**src/rtl/uart_pkg.sv**
```systemverilog
// ============================================================================
// Module   : uart_pkg
// Brief    : Shared types and default rates for the UART transmitter.
// Revision : 1.0 - initial release
// ============================================================================
`default_nettype none

package uart_pkg;

  // Frame sequencing states of the transmitter.
  typedef enum logic [1:0] {
    IDLE  = 2'd0,
    START = 2'd1,
    DATA  = 2'd2,
    STOP  = 2'd3
  } tx_state_t;

  localparam int DEFAULT_CLK_FREQ = 100_000_000;
  localparam int DEFAULT_BAUD     = 9600;

endpackage

`default_nettype wire

```
**src/rtl/uart_baud_counter.sv**
```systemverilog
// ============================================================================
// Module   : uart_baud_counter
// Brief    : Counts 0..CLKS_PER_BIT-1 and flags the last cycle of each bit.
//            Held at zero while clear is high so the first bit after leaving
//            idle gets its full length.
// Revision : 1.0 - initial release
// ============================================================================
`default_nettype none

module uart_baud_counter #(
  parameter int CLKS_PER_BIT = 16
) (
  input  logic clk,
  input  logic rst,
  input  logic clear,
  output logic bit_end
);

  localparam int CNT_W = (CLKS_PER_BIT > 1) ? $clog2(CLKS_PER_BIT) : 1;
  localparam logic [CNT_W-1:0] c_last = CNT_W'(CLKS_PER_BIT - 1);

  logic [CNT_W-1:0] r_cnt;

  // Free-running bit timer that wraps on every bit boundary.
  always_ff @(posedge clk) begin
    if (rst || clear) begin
      r_cnt <= '0;
    end else if (r_cnt == c_last) begin
      r_cnt <= '0;
    end else begin
      r_cnt <= r_cnt + CNT_W'(1);
    end
  end

  assign bit_end = !clear && (r_cnt == c_last);

endmodule

`default_nettype wire

```
**src/rtl/uart_tx.sv**
```systemverilog
// ============================================================================
// Module   : uart_tx
// Brief    : 8N1 UART transmitter. Accepts one byte on an axiiv strobe in
//            idle, shifts it out LSB first and pulses done once the stop bit
//            has finished. Line and done are driven straight from flops.
// Revision : 1.0 - initial release
// ============================================================================
`default_nettype none

module uart_tx
  import uart_pkg::*;
#(
  parameter int CLK_FREQ     = DEFAULT_CLK_FREQ,
  parameter int BAUD         = DEFAULT_BAUD,
  parameter int CLKS_PER_BIT = CLK_FREQ / BAUD
) (
  input  logic       clk,
  input  logic       rst,
  input  logic       axiiv,
  input  logic [7:0] axiid,
  output logic       axiod,
  output logic       done
);

  tx_state_t  r_state;
  tx_state_t  w_next;
  logic [7:0] r_shreg;
  logic [2:0] r_idx;
  logic       r_axiod;
  logic       r_stop_end;
  logic       r_done;
  logic       w_line;
  logic       w_clear;
  logic       w_bit_end;

  assign w_clear = (r_state == IDLE);

  uart_baud_counter #(
    .CLKS_PER_BIT (CLKS_PER_BIT)
  ) u_baud (
    .clk     (clk),
    .rst     (rst),
    .clear   (w_clear),
    .bit_end (w_bit_end)
  );

  // State register.
  always_ff @(posedge clk) begin
    if (rst) begin
      r_state <= IDLE;
    end else begin
      r_state <= w_next;
    end
  end

  // Next-state selection and the line level owed to the current state.
  always_comb begin
    w_next = r_state;
    w_line = 1'b1;
    case (r_state)
      IDLE: begin
        if (axiiv) begin
          w_next = START;
        end
      end
      START: begin
        w_line = 1'b0;
        if (w_bit_end) begin
          w_next = DATA;
        end
      end
      DATA: begin
        w_line = r_shreg[r_idx];
        if (w_bit_end && (r_idx == 3'd7)) begin
          w_next = STOP;
        end
      end
      STOP: begin
        if (w_bit_end) begin
          w_next = IDLE;
        end
      end
      default: begin
        w_next = IDLE;
      end
    endcase
  end

  // Byte capture on the accepting edge and bit index stepping through DATA.
  always_ff @(posedge clk) begin
    if (rst) begin
      r_shreg <= 8'h00;
      r_idx   <= 3'd0;
    end else begin
      if ((r_state == IDLE) && axiiv) begin
        r_shreg <= axiid;
      end
      if (r_state == START) begin
        r_idx <= 3'd0;
      end else if ((r_state == DATA) && w_bit_end) begin
        r_idx <= r_idx + 3'd1;
      end
    end
  end

  // Output flops; done trails the stop-bit end by one cycle to line up with
  // the registered line, so it marks the moment the stop bit actually ends.
  always_ff @(posedge clk) begin
    if (rst) begin
      r_axiod    <= 1'b1;
      r_stop_end <= 1'b0;
      r_done     <= 1'b0;
    end else begin
      r_axiod    <= w_line;
      r_stop_end <= (r_state == STOP) && w_bit_end;
      r_done     <= r_stop_end;
    end
  end

  assign axiod = r_axiod;
  assign done  = r_done;

endmodule

`default_nettype wire

```
**config.mk**
```make
export PLATFORM = sky130hd
export DESIGN_NAME = uart_tx
export DESIGN_NICKNAME = d
export VERILOG_FILES = /design/src/rtl/uart_pkg.sv /design/src/rtl/uart_baud_counter.sv /design/src/rtl/uart_tx.sv
export SDC_FILE = /design/constraint.sdc
export NUM_CORES = 1
export LEC_CHECK = 0
export CORE_MARGIN = 2
export CORE_UTILIZATION = 55
export DETAILED_ROUTE_END_ITERATION = 10
export PLACE_DENSITY = 0.74
export SYNTH_ARGS = -nofsm -noshare
export SYNTH_HDL_FRONTEND = slang
export SYNTH_SLANG_ARGS = --single-unit
```
**constraint.sdc**
```tcl
create_clock -name clk -period 2.7 [get_ports clk]
set_input_delay 0.405 -clock clk [delete_from_list [all_inputs] [get_ports clk]]
set_output_delay 0.405 -clock clk [all_outputs]
set_load 0.01 [all_outputs]
```
==> results.json <==
{
  "status": "completed",
  "cts_root_buf": "clkbuf_4",
  "utilization_pct": 65.6,
  "diodes": 0,
  "die_x_um": 54.5,
  "cts_hold_buf": 0,
  "max-slew-margin-rel_pct": 64.2,
  "seqCellArea_um2": 601,
  "totalWireLength_um": 2660,
  "grt_max_degree": 16,
  "yosys.area.top_type": "dfxtp_1",
  "critPathCaptureType": "flop",
  "r2r_start": "u_baud.r_cnt[4]",
  "synth_nets": 175,
  "holdPathStages": 1,
  "ys_ff_latch": 30,
  "tns_ns": 0,
  "synthSimpleGateAreaFrac_pct": 27.5,
  "vias": 1118,
  "synth_seq_area_share_pct": 42.8,
  "slew_viol_final": 0,
  "drt_iter0_drc": 13,
  "start_util_pct": 57.1,
  "drc_errors": 0,
  "path_class": "flop to flop",
  "synthTopCellsByCount": "dfxtp_1, nand2_1, nand3_1, nor2_1, a21oi_1",
  "crit_required_ns": 2.93,
  "muxShareOfSynthArea_pct": 5.35,
  "p_leak_uw": 0.000564,
  "timing.rr.end": "r_state[0]",
  "num_io_pins": 13,
  "hpwl_um": 1920,
  "ys_types": 31,
  "core_um2": 2450,
  "grt-ovfl-total": 0,
  "grt_usage_pct": 20.8,
  "setup_viol": 0,
  "cts_setup_buffers": 0,
  "final_antenna_net_count": 0,
  "post_cts_resize_count": 0,
  "critPathMaxFanout": 9,
  "syn_avg_cell_area_um2": 8.99,
  "clock_latency_ns": 0.34,
  "ys_top_cells_by_area": "dfxtp_1, ha_1, nand3_1, a21oi_1, nand2_1",
  "die_h_um": 54.5,
  "max-vdd-ir-drop_v": 0.000778,
  "cts_buffer_depth": 2,
  "syn2layout_area_growth_pct": 14.9,
  "cp-start-kind": "flop",
  "via_per_inst": 5.53,
  "multi_input_area_um2": 774,
  "holdCritPathClass": "flop to flop",
  "synth_top_family_by_area": "simple AND/OR/NAND/NOR gates",
  "ys.flop_type": "dfxtp_1",
  "grt_pass1_vias": 995,
  "nFillCells": 209,
  "power.density_nw_per_um2": 725,
  "synth-adder-area-share_pct": 7.14,
  "wl_per_cell_um": 13.2,
  "cp-endpoint": "r_state[0]",
  "rsz0062_at_grt": "no",
  "min_period_over_period_pct": 88.4,
  "worst_slew_pin_slew_ns": 0.535,
  "gp_congestion": 0.827,
  "regToRegSetupSlack_ns": 0.31,
  "synth_edf_count": 0,
  "clock-sinks": 30,
  "syn-instance-count": 156,
  "startpoint": "u_baud.r_cnt[4]",
  "nets": 190,
  "synth_area_um2": 1400,
  "synthArstFlopShare_pct": 0,
  "skew_ns": 0.0131,
  "yosysTopAreaCellShare_pct": 42.8,
  "synth-xor-area-share_pct": 6.24,
  "layout-drive-gt1-share_pct": 9.30,
  "min_period_ns": 2.39,
  "r2r_cells": 4,
  "drt_first_pass_iters": 4,
  "fmaxAchievable_mhz": 419,
  "maxCapViolCount": 0,
  "yosysWarnings": 0,
  "cts_buffers": 5,
  "finalHoldViolCount": 0,
  "cts_tree": "done",
  "synth_compound_area_share_pct": 9.01,
  "clkSlewWorstSetupHoldPaths_ns": 0.10,
  "grt_pass1_wl_um": 4350,
  "crit_arrival_ns": 2.62,
  "synth_most_common_cell": "dfxtp_1",
  "io_buffers": 12,
  "die_area_um2": 2970,
  "htree_num_levels": 2,
  "antenna_found_initial": 0,
  "rows": 18
}
## registers in the layout, summed over array words and instances (netlist names)
name	flops
axiod	1
done	1
r_idx	3
r_shreg	8
r_state	2
r_stop_end	1
u_baud.r_cnt	14
## layer usage
metal	global-route usage [%]	part of all wire, %	up-vias	wire (um)
met3	6.83	3.5	7	92
met2	33.3	46	16	1230
met5	0	0	-	0
met1	25.3	48	513	1290
li1	-	-	582	-
met4	9.58	1.9	0	51
## through the flow
step | hold WS, ns | worst slack, ns | area (um2) | total power (uW) | std cells
CTS | 0.456 | 0.301 | 1610 | 1180 | 202
detailed placement | 0.429 | 0.342 | 1550 | 884 | 194
floorplan | 0.414 | 0.494 | 1400 | 798 | 156
global route | 0.475 | 0.180 | 1610 | 1240 | 202
global placement | 0.423 | 0.406 | 1550 | 869 | 194
finish | 0.453 | 0.313 | 1610 | 1170 | 202
## layout by cell type (no fill, tap or decap), types with 2 or more instances in the layout
cell,instances
xor2_1,5
a21oi_1,13
nand3_1,15
ha_1,8
nand4_1,3
nand2b_1,4
inv_1,2
clkdlybuf4s50_1,12
and4_1,2
nand2_1,17
nor2_1,15
nor4_1,2
or3_1,3
mux2i_1,3
and3_1,2
xnor2_1,5
or3b_2,2
nor3_1,2
dfxtp_1,30
clkbuf_4,5
o21ai_0,4
mux4_2,2
or2_2,2
nor2b_1,3
## cell families (layout without fill, tap and decap cells)
kind of cell	Yosys count	count (layout)
and+or+nand+nor	75	75
DFF	30	30
AOI/OAI and AO/OA	21	21
xor gates and xnor gates	10	10
adders and majority gates	8	8
buffers and inverters	7	23
muxes	5	5
## critical path, cell delays in order (launching register included)
cell and delay [ns]:
dfxtp_1 0.38, or4b_1 0.55, or4_1 0.67, a221o_1 0.41, a221oi_2 0.29
## how the worst min path moves through the flow
stage	from	endpoint	slack, ns
after CTS	r_stop_end	done	0.46
after floorplan	r_stop_end	done	0.41
after global routing	r_stop_end	done	0.48
final	r_stop_end	done	0.45
after detailed placement	r_stop_end	done	0.43
after global placement	r_stop_end	done	0.42
## report_power, final
group	switching, uW	internal, uW	total, uW
clock network	165	125	291
registers	32.6	489	522
logic	202	154	356
total	400	768	1170
## cell type report
cell class	instances	share of cell area, %
Tap cell	30	2.33
Multi-Input combinational cell	119	48.1
Clock inverter	2	0.776
Timing Repair Buffer	13	7.92
Clock buffer	6	3.18
Sequential cell	30	37.3
Inverter	2	0.466
Power figures use the tool's default switching activity.
